--- config.mk ---
export PLATFORM = sky130hd
export DESIGN_NAME = vga_pio_write_bridge
export DESIGN_NICKNAME = d
export VERILOG_FILES = /design/src/rtl/vga_wr_pkg.sv /design/src/rtl/vga_wr_fifo.sv /design/src/rtl/vga_pio_write_bridge.sv
export SDC_FILE = /design/constraint.sdc
export NUM_CORES = 1
export LEC_CHECK = 0
export CAP_MARGIN = 20
export CORE_MARGIN = 10
export CORE_UTILIZATION = 45
export DETAILED_ROUTE_END_ITERATION = 10
export PLACE_DENSITY = 0.63
export SKIP_CTS_REPAIR_TIMING = 1
export SLEW_MARGIN = 0
export SYNTH_ARGS = -nofsm -noshare
export SYNTH_HDL_FRONTEND = slang
export SYNTH_SLANG_ARGS = --single-unit
--- constraint.sdc ---
create_clock -name clk_clk -period 24.6 [get_ports clk_clk]
set_input_delay 4.92 -clock clk_clk [delete_from_list [all_inputs] [get_ports clk_clk]]
set_output_delay 4.92 -clock clk_clk [all_outputs]
set_load 0.02 [all_outputs]
--- src/rtl/vga_wr_pkg.sv ---
// Shared definitions for the VGA PIO write bridge.
// FB_* give the framebuffer geometry. vga_wr_t is the buffered write word,
// an {addr, data} pair.
package vga_wr_pkg;

   localparam int unsigned FB_H_RES   = 640;
   localparam int unsigned FB_V_RES   = 480;
   localparam int unsigned FB_PIXELS  = FB_H_RES * FB_V_RES;
   localparam int unsigned VGA_ADDR_W = 19;
   localparam int unsigned VGA_DATA_W = 8;

   typedef struct packed {
      logic [VGA_ADDR_W-1:0] addr;
      logic [VGA_DATA_W-1:0] data;
   } vga_wr_t;

endpackage

--- src/rtl/vga_wr_fifo.sv ---
// Synchronous first-word-fall-through FIFO.
// Ports:
//   clk, rst      clock and asynchronous active-high reset
//   push, din     write request and word (ignored when full and not popping)
//   pop           read request (ignored when empty)
//   head          registered head word; holds the last head while empty
//   full, empty   derived from pointers carrying one extra wrap bit
//   level         occupancy, 0..DEPTH
module vga_wr_fifo
   import vga_wr_pkg::*;
#(
   parameter int unsigned DEPTH = 8,
   parameter type word_t = vga_wr_t
) (
   input  logic                     clk,
   input  logic                     rst,
   input  logic                     push,
   input  word_t                    din,
   input  logic                     pop,
   output word_t                    head,
   output logic                     full,
   output logic                     empty,
   output logic [$clog2(DEPTH):0]   level
);

   localparam int unsigned IDX_W = $clog2(DEPTH);
   localparam int unsigned PTR_W = IDX_W + 1;

   word_t              mem [DEPTH];
   word_t              head_q;
   logic [PTR_W-1:0]   wr_ptr;
   logic [PTR_W-1:0]   rd_ptr;
   logic [PTR_W-1:0]   level_q;
   logic [PTR_W-1:0]   rd_ptr_nxt;
   logic [PTR_W-1:0]   level_nxt;
   logic [IDX_W-1:0]   wr_idx;
   logic [IDX_W-1:0]   rd_nxt_idx;
   logic               do_push;
   logic               do_pop;

   assign empty = (wr_ptr == rd_ptr);
   assign full  = (wr_ptr[IDX_W-1:0] == rd_ptr[IDX_W-1:0]) && (wr_ptr[IDX_W] != rd_ptr[IDX_W]);

   assign do_pop     = pop & ~empty;
   assign do_push    = push & (~full | do_pop);
   assign rd_ptr_nxt = rd_ptr + PTR_W'(do_pop);
   assign level_nxt  = level_q + PTR_W'(do_push) - PTR_W'(do_pop);
   assign wr_idx     = wr_ptr[IDX_W-1:0];
   assign rd_nxt_idx = rd_ptr_nxt[IDX_W-1:0];

   // The head register looks one cycle ahead. A word written this cycle into
   // the next head slot bypasses the memory. When the FIFO drains, the head
   // register keeps its last value.
   always_ff @(posedge clk or posedge rst) begin
      if (rst) begin
         mem     <= '{default: '0};
         head_q  <= '0;
         wr_ptr  <= '0;
         rd_ptr  <= '0;
         level_q <= '0;
      end else begin
         if (do_push) mem[wr_idx] <= din;
         wr_ptr  <= wr_ptr + PTR_W'(do_push);
         rd_ptr  <= rd_ptr_nxt;
         level_q <= level_nxt;
         if (level_nxt != '0)
            head_q <= (do_push && (wr_idx == rd_nxt_idx)) ? din : mem[rd_nxt_idx];
      end
   end

   assign head  = head_q;
   assign level = level_q;

endmodule

--- src/rtl/vga_pio_write_bridge.sv ---
// Converts HPS PIO pixel writes into single-beat valid/ready framebuffer writes.
// Each rising edge of the write enable produces one write. A write is dropped
// if its address is outside the framebuffer (counted in range_err_cnt_o) or if
// the FIFO is full with no pop that cycle (counted in overflow_cnt_o). Both
// counters saturate.
// Ports:
//   clk_clk, reset_reset                     clock, asynchronous active-high reset
//   pio_addr_i, pio_data_i, pio_we_i         PIO exports from soc_system
//   fb_addr_o, fb_data_o, fb_valid_o         framebuffer request (FIFO head)
//   fb_ready_i                               framebuffer accept
//   fifo_level_o, busy_o                     FIFO occupancy and non-empty flag
//   overflow_cnt_o, range_err_cnt_o          saturating drop counters
// Defining VGA_WR_BRIDGE_SYNC_EN adds a 2-flop synchronizer on pio_we_i. Use it
// when the PIO is in another clock domain.
module vga_pio_write_bridge #(
   parameter int unsigned ADDR_W     = vga_wr_pkg::VGA_ADDR_W,
   parameter int unsigned DATA_W     = vga_wr_pkg::VGA_DATA_W,
   parameter int unsigned FIFO_DEPTH = 8,
   parameter int unsigned FB_PIXELS  = vga_wr_pkg::FB_PIXELS,
   parameter int unsigned CNT_W      = 16
) (
   input  logic                          clk_clk,
   input  logic                          reset_reset,
   input  logic [ADDR_W-1:0]             pio_addr_i,
   input  logic [DATA_W-1:0]             pio_data_i,
   input  logic                          pio_we_i,
   output logic [ADDR_W-1:0]             fb_addr_o,
   output logic [DATA_W-1:0]             fb_data_o,
   output logic                          fb_valid_o,
   input  logic                          fb_ready_i,
   output logic [$clog2(FIFO_DEPTH):0]   fifo_level_o,
   output logic                          busy_o,
   output logic [CNT_W-1:0]              overflow_cnt_o,
   output logic [CNT_W-1:0]              range_err_cnt_o
);

   import vga_wr_pkg::*;

   localparam int unsigned LVL_W = $clog2(FIFO_DEPTH) + 1;

   logic              we_s;
   logic              we_q;
   logic              wr_evt;
   logic              in_range;
   logic              pop;
   logic              push;
   logic              fifo_full;
   logic              fifo_empty;
   logic [LVL_W-1:0]  level;
   logic [CNT_W-1:0]  ovf_cnt_q;
   logic [CNT_W-1:0]  rerr_cnt_q;
   vga_wr_t           wr_word;
   vga_wr_t           head;

`ifdef VGA_WR_BRIDGE_SYNC_EN
   logic [1:0] we_sync_q;

   // The synchronizer resets high so that a write enable held high across reset release produces no write.
   always_ff @(posedge clk_clk or posedge reset_reset) begin
      if (reset_reset) we_sync_q <= 2'b11;
      else             we_sync_q <= {we_sync_q[0], pio_we_i};
   end
   assign we_s = we_sync_q[1];
`else
   assign we_s = pio_we_i;
`endif

   // Write-enable history, reset high for the same reason.
   always_ff @(posedge clk_clk or posedge reset_reset) begin
      if (reset_reset) we_q <= 1'b1;
      else             we_q <= we_s;
   end

   assign wr_evt   = we_s & ~we_q;
   assign in_range = 32'(pio_addr_i) < 32'(FB_PIXELS);
   assign pop      = fb_valid_o & fb_ready_i;
   // A full FIFO still accepts a write in a cycle where it pops.
   assign push     = wr_evt & in_range & (~fifo_full | pop);

   assign wr_word.addr = VGA_ADDR_W'(pio_addr_i);
   assign wr_word.data = VGA_DATA_W'(pio_data_i);

   vga_wr_fifo #(
      .DEPTH  (FIFO_DEPTH),
      .word_t (vga_wr_t)
   ) u_fifo (
      .clk   (clk_clk),
      .rst   (reset_reset),
      .push  (push),
      .din   (wr_word),
      .pop   (pop),
      .head  (head),
      .full  (fifo_full),
      .empty (fifo_empty),
      .level (level)
   );

   // Drop counters. The range check has priority over the overflow check.
   always_ff @(posedge clk_clk or posedge reset_reset) begin
      if (reset_reset) begin
         ovf_cnt_q  <= '0;
         rerr_cnt_q <= '0;
      end else begin
         if (wr_evt && !in_range && (rerr_cnt_q != '1))
            rerr_cnt_q <= rerr_cnt_q + CNT_W'(1);
         if (wr_evt && in_range && fifo_full && !pop && (ovf_cnt_q != '1))
            ovf_cnt_q <= ovf_cnt_q + CNT_W'(1);
      end
   end

   assign fb_addr_o       = ADDR_W'(head.addr);
   assign fb_data_o       = DATA_W'(head.data);
   assign fb_valid_o      = ~fifo_empty;
   assign fifo_level_o    = level;
   assign busy_o          = (level != '0);
   assign overflow_cnt_o  = ovf_cnt_q;
   assign range_err_cnt_o = rerr_cnt_q;

endmodule

* After elaboration in Yosys (flattened, before gate mapping)
Cells that the tools add are included.
Word-level totals: flip-flop bits (word level) 288
Cells by class: $add $sub $neg 6, magnitude comparators 4, eq/ne operators 6, mux-type cells 7, bitwise logic cells 13, reductions and logical operators 13
Operators by type and width (count):
- bitwise mux 216 bit | 1
- 2-to-1 mux 27 bit | 4
- binary-select mux 27 bit (select 3 bit) | 1
- demux 27 bit (select 3 bit) | 1
- adder 16 x 1 -> 16 bit, second input constant | 2
- != test 16 bit, second input constant | 2
- less-than comparator 19 bit, second input constant | 1
- adder 4 x 1 -> 4 bit | 3
- logical AND 1 bit | 9
- >= comparator 4 bit, second input constant | 2
- NOT 3 -> 4 bit | 2
- nonzero test 4 bit | 2
- bitwise AND 1 bit | 6
- equality test 3 bit | 2
- equality test 4 bit | 1
- less-than comparator 4 x 1 -> 1 bit, second input constant | 1
- subtractor 4 x 1 -> 4 bit | 1
- NOT 1 bit | 3
- zero test 1 bit | 2
- OR 1 bit | 2
- != test 1 bit | 1

* Longest topological paths before layout
Gate-level depths: netlist (run 1).
word-level depth 10, mapped depth 14

* Hierarchy
A second synthesis (run 1) with hierarchy kept.
Unflattened totals: cells, all modules 924, area total of the unflattened synthesis 13402.9 sq um
By module, submodules not included:
- vga_wr_fifo | instances 1, cells each 766, area each 11687.5 sq um, seq. area each 6381.1 sq um
- vga_pio_write_bridge | instances 1, cells each 158, area each 1715.4 sq um, seq. area each 827.0 sq um

* Worst setup path after synthesis (run 1)
Ideal clock, no wire load.
path kind input -> register, start point in pio_addr_i[14], end point reg u_fifo.head_q, in the netlist u_fifo.head[10], arrival time 7551 ps, data required time 24465 ps, slack 16913 ps, stages 10, buffers on the path 2, path through clkbuf_1 > a21oi_2 > o211a_2 > o21ai_4 > inv_2 > ha_1 > fa_1 > nor4_1 > clkbuf_1 > o21ai_0
Between the ends: longest elaborated chain between the ends 7, elaborated cells between the ends (all ways) 9, those cells by class 2 x add/sub; 1 x order compare; 1 x mux; 3 x bitwise; 2 x reduce/logical
RTL lines:
- start: declaration | RTL line vga_pio_write_bridge.sv:24 | input logic [ADDR_W-1:0] pio_addr_i,
- less-than comparator 19 bit | RTL line vga_pio_write_bridge.sv:75 | assign in_range = 32'(pio_addr_i) < 32'(FB_PIXELS);
- bitwise AND 1 bit (2 in a row) | RTL line vga_pio_write_bridge.sv:78 | assign push = wr_evt & in_range & (~fifo_full | pop);
- bitwise AND 1 bit | RTL line vga_wr_fifo.sv:45 | assign do_push = push & (~full | do_pop);
- adder 4 x 1 -> 4 bit | RTL line vga_wr_fifo.sv:47 | assign level_nxt = level_q + PTR_W'(do_push) - PTR_W'(do_pop);
- subtractor 4 x 1 -> 4 bit | RTL line vga_wr_fifo.sv:47
- named net u_fifo.level_nxt[1] | RTL line vga_wr_fifo.sv:35 | logic [PTR_W-1:0] level_nxt;
- nonzero test 4 bit | RTL line vga_wr_fifo.sv:66 | if (level_nxt != '0)
- end signal: assignment | RTL line vga_wr_fifo.sv:67 | head_q <= (do_push && (wr_idx == rd_nxt_idx)) ? din : mem[rd_nxt_idx];
- end: declaration | RTL line vga_wr_fifo.sv:30 | word_t head_q;
The timed path passes the listed nets, and every way through them passes these cells. A chain may end at the register's enable or synchronous reset.

* Worst setup path in the final report (run 1)
start point in pio_addr_i[12], end point reg u_fifo.head_q, in the netlist u_fifo.head[26]
Same word-level chain as after synthesis.

==> results of run 1 <==
metrics by stage:
| step | worst slack (ns) | hold slack, ns | util [%] | std cells | power, mW |
|---|---|---|---|---|---|
| CTS | 16.78 | 0.483 | 53.5 | 1420 | 2.17 |
| global placement | 16.34 | 0.463 | 49.7 | 1364 | 1.63 |
| detailed placement | 16.31 | 0.470 | 49.7 | 1364 | 1.66 |
| global route | 16.66 | 0.493 | 53.5 | 1420 | 2.28 |
| finish | 16.86 | 0.482 | 53.5 | 1420 | 2.13 |
| floorplan | 11.73 | 0.452 | - | 920 | 1.43 |
where the power goes:
| part | leakage [nW] | switching (mW) | internal (mW) |
|---|---|---|---|
| clock | 0.545 | 0.188 | 0.308 |
| combinational | 2.81 | 0.379 | 0.468 |
| sequential | 3.71 | 0.118 | 0.673 |
| total | 7.06 | 0.685 | 1.45 |
cell families after synthesis:
kind of cell    synth area share (%)
fa+ha+maj                       1.18
compound gates                  3.13
buf+inv                         2.77
flops                           53.9
xor+xnor                        2.65
mux                             30.7
simple gates                    5.69
routing by layer:
metal / track usage, % / vias up
li1: - / 3515
met1: 22.6 / 4058
met2: 25.4 / 126
met3: 2.64 / 36
met4: 4.05 / 0
met5: 0 / -
cell usage in the layout, fill, tap and decap left out, drive strengths merged, types with 2 or more instances in the layout:
master         synthesis  layout
dfrtp                287     287
mux2                 218     218
clkdlybuf4s50          0      95
nand2                 67      67
o21ai                 56      56
mux4                  54      54
clkbuf                22      50
mux2i                 28      28
nand3                 19      19
xnor2                 18      18
xor2                  18      18
nor2                  14      14
buf                   33      14
inv                   13      13
nor3                  12      12
ha                    11      11
and3                  10      10
nand4                  6       6
a21oi                  5       5
clkinv                 0       4
nor3b                  3       3
nor4                   3       3
nor2b                  2       2
and2                   2       2
a21o                   2       2
and4                   2       2
a31oi                  2       2
bufinv                 0       2
final timing paths:
check	from	to	cells past startpoint
min in group asynchronous	reset_reset	u_fifo.mem[172]	2
setup reg to reg	u_fifo.wr_ptr[2]	u_fifo.head[8]	10
setup / recovery	pio_addr_i[12]	u_fifo.head[26]	11
hold reg to reg	u_fifo.mem[135]	u_fifo.mem[135]	1
hold / removal	u_fifo.mem[135]	u_fifo.mem[135]	1
max in group asynchronous	reset_reset	u_fifo.mem[76]	3
cell type report:
| type | instances | area [um^2] | share of cell area (%) |
|---|---|---|---|
| repair buffers | 109 | 1070 | 6.78 |
| well taps | 390 | 488 | 3.10 |
| multi-input cells | 564 | 5830 | 37.0 |
| clock buffers | 50 | 1020 | 6.50 |
| inverters | 13 | 56.3 | 0.357 |
| flip-flops and latches | 288 | 7210 | 45.7 |
| clock inverters | 6 | 80.1 | 0.508 |
sequential cells by signal (all words and copies together), names as in the netlist:
| register | flops |
|---|---|
| u_fifo.wr_ptr | 4 |
| u_fifo.rd_ptr | 4 |
| u_fifo.head | 27 |
| range_err_cnt_o | 16 |
| we_q | 1 |
| u_fifo.level | 4 |
| overflow_cnt_o | 16 |
| u_fifo.mem | 216 |
==> impl_metrics.py, run 1 <==
metrics = {
    "status": {
        "status": "finished clean",
    },
    "floorplan": {
        "fp.dieW_um": 192,
        "die_height_um": 192,
        "core_region_area_um2": 29500,
        "io_pins": 96,
        "fp.dieArea_um2": 37000,
        "placement_rows": 63,
        "floorplan.initialDensity_pct": 45.4,
    },
    "global_route": {
        "global_route_wire_length_before_repair_um": 47200,
        "grt_util_all_layers_pct": 16.0,
        "pin_count_of_the_biggest_net_entering_global_routing": 169,
        "grt_antenna_before_repair": 0,
        "grt_overflow_total": 0,
        "via_count_of_the_first_global_routing_pass": 8189,
    },
    "timing": {
        "sum_neg_setup_slack_ns": 0,
        "worst_pin_slew_ns": 0.987,
        "finalCritPeriodShare_pct": 31.5,
        "rsz_0062_raised_after_global_routing": "false",
        "fmax_mhz": 129,
        "slew_viol_final": 0,
        "fin_skew_ns": 0.0104,
        "finalHoldViolations": 0,
        "number_of_endpoints_failing_setup_at_the_final_stage": 0,
        "max-slew-margin-rel_pct": 33.7,
        "post-route-min-period_ns": 7.74,
    },
    "route": {
        "met3_length_um": 1080,
        "via_cell_ratio": 5.45,
        "detail_route.iter0.violations": 415,
        "wire_per_inst_um": 20.7,
        "routed_wirelength_um": 29400,
        "num_vias": 7735,
        "detail_route.drc_violations": 0,
        "drt_first_pass_iters": 4,
        "m1WireLength_um": 14300,
        "highest_layer": "met4",
        "route.met2.wl_um": 13600,
        "ant_nets": 0,
    },
    "synth": {
        "yosys-top-cells-count": "dfrtp_1, mux2_2, nand2_1",
        "synth_enable_flop_cells": 0,
        "ys_seq_elements": 288,
        "synthesis.instances": 920,
        "yosysTopAreaCell": "dfrtp_1",
        "ys_warn_count": 0,
        "post_synth_instance_area_um2": 13400,
        "syn_nets": 963,
        "syn_avg_cell_area_um2": 14.5,
        "postSynth.topFlopCell": "dfrtp_1",
        "synth_cell_type_count": 55,
        "synthMostInstantiatedCell": "dfrtp_1",
        "netlist_top_cells_area": "dfrtp_1, mux2_2, mux4_2, mux2_4, mux2_1",
        "ys_async_sr_fraction_pct": 100,
        "yosys.area.top_type_share_pct": 53.7,
        "part_of_the_yosys_area_used_for_sequential_elements_pct": 53.9,
    },
    "finish": {
        "layout.cell_area.non_filler_um2": 15800,
        "synth_to_layout_area_growth_pct": 17.9,
        "fillerInstances": 2506,
        "final_layout_size_suffix_gt1_share_pct": 30.6,
        "layout.nets": 1053,
        "antenna_diode_count": 0,
    },
    "place": {
        "place_area_um2": 14700,
        "numPortBuffers": 95,
        "hpwlAfterDp_um": 16600,
        "gp_routability_congestion": 0.738,
    },
    "setup_path": {
        "worstPathCellList": "clkdlybuf4s50_1 > a21oi_2 > o211a_2 > o21ai_4 > inv_2 > ha_1 > fa_1 > nor4_2 > buf_4 > a211oi_1 > a21o_1",
        "path_max_fanout": 54,
        "crit_path_end_kind": "register",
        "crit_slowest_cell": "clkdlybuf4s50_1",
        "critical_path_startpoint_category": "primary input",
        "cp.buffers_inverters": 3,
        "slowest_delay_ns": 0.69,
        "critical_path.top_delay_family": "buffers and inverters",
        "reg2reg_setup_slack_ns": 20.70,
        "worstPathRequired_ns": 24.99,
        "critical_path_class": "primary input to register",
        "critPathArrivalTime_ns": 8.13,
    },
    "clock_tree": {
        "clkTransAtPathRegs_ns": 0.06,
        "clock_sinks": 288,
        "ctsRootBufferMaster": "clkbuf_16",
        "cts_htree_levels": 2,
        "clock_insertion_delay_worst_skew_ns": 0.50,
        "cts_buffer_depth": 3,
        "tritoncts.num_buffers": 34,
        "tritoncts_clock_tree": "built",
    },
    "pwr": {
        "leakage_power_nw": 7.06,
        "vdd_drop_max_mv": 0.0613,
        "pwr_density_cell_nw_per_um2": 135,
    },
    "flow_run": {
        "maxCapViolCount": 0,
    },
    "min_path": {
        "hold_class": "register to register",
    },
}
No activity file was read; power rests on OpenSTA's default activity.
==> run 2, diff against run 1 <==
PLACE_DENSITY = 0.65   (was 0.63)
clock period = 6.6 ns   (was 24.6 ns; I/O delays follow)
==> run 2 against run 1 <==
Net effect: non-clock buffer count rose by 4; die area did not move; clock skew rose by 0.016 ns.
==> impl_metrics.py, run 2 (synthesized netlist as in run 1, its figures left out) <==
metrics = {
    "route": {
        "detail_route.iter0.violations": 437,
        "ant_nets": 0,
        "via_cell_ratio": 5.42,
        "num_vias": 7694,
        "wire_per_inst_um": 20.4,
        "drt_first_pass_iters": 4,
        "routed_wirelength_um": 29000,
        "detail_route.drc_violations": 0,
    },
    "clock_tree": {
        "tritoncts.num_buffers": 31,
        "cts_buffer_depth": 3,
        "tritoncts_clock_tree": "built",
        "ctsRootBufferMaster": "clkbuf_16",
        "clkTransAtPathRegs_ns": 0.06,
        "clock_sinks": 288,
        "cts_htree_levels": 1,
        "clock_insertion_delay_worst_skew_ns": 0.56,
    },
    "finish": {
        "largest_register_ff_count": 216,
        "layout.nets": 1054,
        "layout_commonest_cell": "dfrtp_1",
        "final_layout_size_suffix_gt1_share_pct": 30.6,
        "layout_common_cells": "dfrtp_1, mux2_2, clkdlybuf4s50_1",
        "antenna_diode_count": 0,
        "layout.cell_area.non_filler_um2": 15700,
        "top_register": "u_fifo.mem",
        "synth_to_layout_area_growth_pct": 17.7,
        "final-instance-count-excl-fill": 1420,
    },
    "floorplan": {
        "io_pins": 96,
        "fp.dieArea_um2": 37000,
        "placement_rows": 63,
        "die_height_um": 192,
        "fp.dieW_um": 192,
        "floorplan.initialDensity_pct": 45.4,
        "core_region_area_um2": 29500,
    },
    "place": {
        "numPortBuffers": 95,
        "hpwlAfterDp_um": 17400,
        "dp_cells": 1367,
        "place_area_um2": 14700,
        "gp_routability_congestion": 0.742,
    },
    "pwr": {
        "vdd_drop_max_mv": 0.289,
        "netSwitchingFraction_pct": 32.1,
        "seq_power_share_pct": 37.3,
        "pwr-share-clk_pct": 22.5,
        "netSwitchingPower_mw": 2.52,
        "internal_power_mw": 5.35,
        "pwr_density_cell_nw_per_um2": 500,
        "leakage_power_nw": 7.04,
        "comb_power_share_pct": 40.2,
    },
    "setup_path": {
        "reg2reg_from": "u_fifo.wr_ptr[2]",
        "worstPathCellList": "clkdlybuf4s50_1 > nand2_1 > o211a_2 > o21ai_4 > inv_2 > ha_1 > fa_1 > nor4_2 > buf_4 > a211oi_1 > a21o_1",
        "critical_path_class": "primary input to register",
        "crit_path_end_kind": "register",
        "reg2reg_setup_slack_ns": 2.78,
        "slowest_delay_ns": 0.74,
        "critical_path.top_delay_family": "buffers and inverters",
        "worstPathRequired_ns": 7.05,
        "critPathArrivalTime_ns": 4.51,
        "regToRegEndpoint": "u_fifo.head[8]",
        "r2r_cells": 10,
        "cp.buffers_inverters": 3,
        "crit_slowest_cell": "clkdlybuf4s50_1",
        "path_max_fanout": 54,
        "critical_path_startpoint_category": "primary input",
    },
    "global_route": {
        "grt_overflow_total": 0,
        "grt_util_all_layers_pct": 15.9,
        "global_route_wire_length_before_repair_um": 46700,
        "grt_antenna_before_repair": 0,
        "via_count_of_the_first_global_routing_pass": 8124,
        "pin_count_of_the_biggest_net_entering_global_routing": 167,
    },
    "timing": {
        "number_of_endpoints_failing_setup_at_the_final_stage": 0,
        "fin_skew_ns": 0.0266,
        "sum_neg_setup_slack_ns": 0,
        "post-route-min-period_ns": 4.06,
        "finalHoldViolations": 0,
        "max-slew-margin-rel_pct": 31.0,
        "rsz_0062_raised_after_global_routing": "false",
        "slew_viol_final": 0,
        "finalCritPeriodShare_pct": 61.5,
        "fmax_mhz": 247,
        "worst_pin_slew_ns": 1.03,
    },
    "min_path": {
        "min_delay_worst_endpoint": "u_fifo.head[6]",
        "timing.hold.worst_path_depth": 2,
        "min_from": "u_fifo.head[6]",
        "hold_class": "register to register",
    },
    "status": {
        "status": "finished clean",
    },
    "flow_run": {
        "maxCapViolCount": 0,
    },
}
[run 2: changes by cell type in the layout (fill, tap and decap cells not counted), sizes merged]
cell      before  now
buf           14   18
clkbuf        50   46
clkinv         4    0
clkinvlp       0    3
bufinv         2    4
inv           13   12
[run 2: power groups by stage]
stage | clock [mW] | sequential, mW | combinational [mW]
finish | 1.77 | 2.93 | 3.16
global route | 1.89 | 3.03 | 3.49
CTS | 1.81 | 2.94 | 3.23
detailed placement | 0 | 2.96 | 3.23
global placement | 0 | 2.94 | 3.17
floorplan | 0 | 2.91 | 2.41
[run 2: per-layer routing]
layer	up-vias	part of all wire (%)	global-route usage [%]
li1	3513	-	-
met4	0	1.8	3.10
met2	127	48	26.1
met5	-	0	0
met1	4017	46	22.1
met3	37	4.7	2.49
[run 2: layout make-up]
type / count / area [um^2]
tap: 390 / 488
sequential: 288 / 7210
inverter: 13 / 52.6
multi-input combinational: 564 / 5830
timing repair buffer: 113 / 1120
fill: 2513 / 13700
clock buffer: 46 / 902
clock inverter: 6 / 135
[run 2: worst max-delay path by stage]
stage	start	end	slack [ns]	depth (start not counted)
after CTS	pio_addr_i[14]	u_fifo.head[21]	2.53	10
after global routing	pio_addr_i[18]	u_fifo.head[15]	2.37	10
after global placement	pio_addr_i[14]	u_fifo.head[26]	1.99	11
after detailed placement	pio_addr_i[14]	u_fifo.head[19]	1.95	10
final	pio_addr_i[18]	u_fifo.head[26]	2.54	11
after floorplan	reset_reset	overflow_cnt_o[0]	1.46	1
[run 2: metrics by stage]
step                      utilization, %  power, mW  hold WS, ns  worst slack (ns)
after global routing                53.4       8.42        0.494              2.37
after CTS                           53.3       7.99        0.484              2.53
after global placement              49.8       6.11        0.462              1.99
final                               53.4       7.87        0.476              2.54
after detailed placement            49.8       6.19        0.471              1.95
after floorplan                        -       5.32        0.452              1.46
[run 2: tightest hold or removal path: stages (launching register included)]
cell	delay, ns
dfrtp_1	0.33
nand2_1	0.04
o21ai_0	0.06
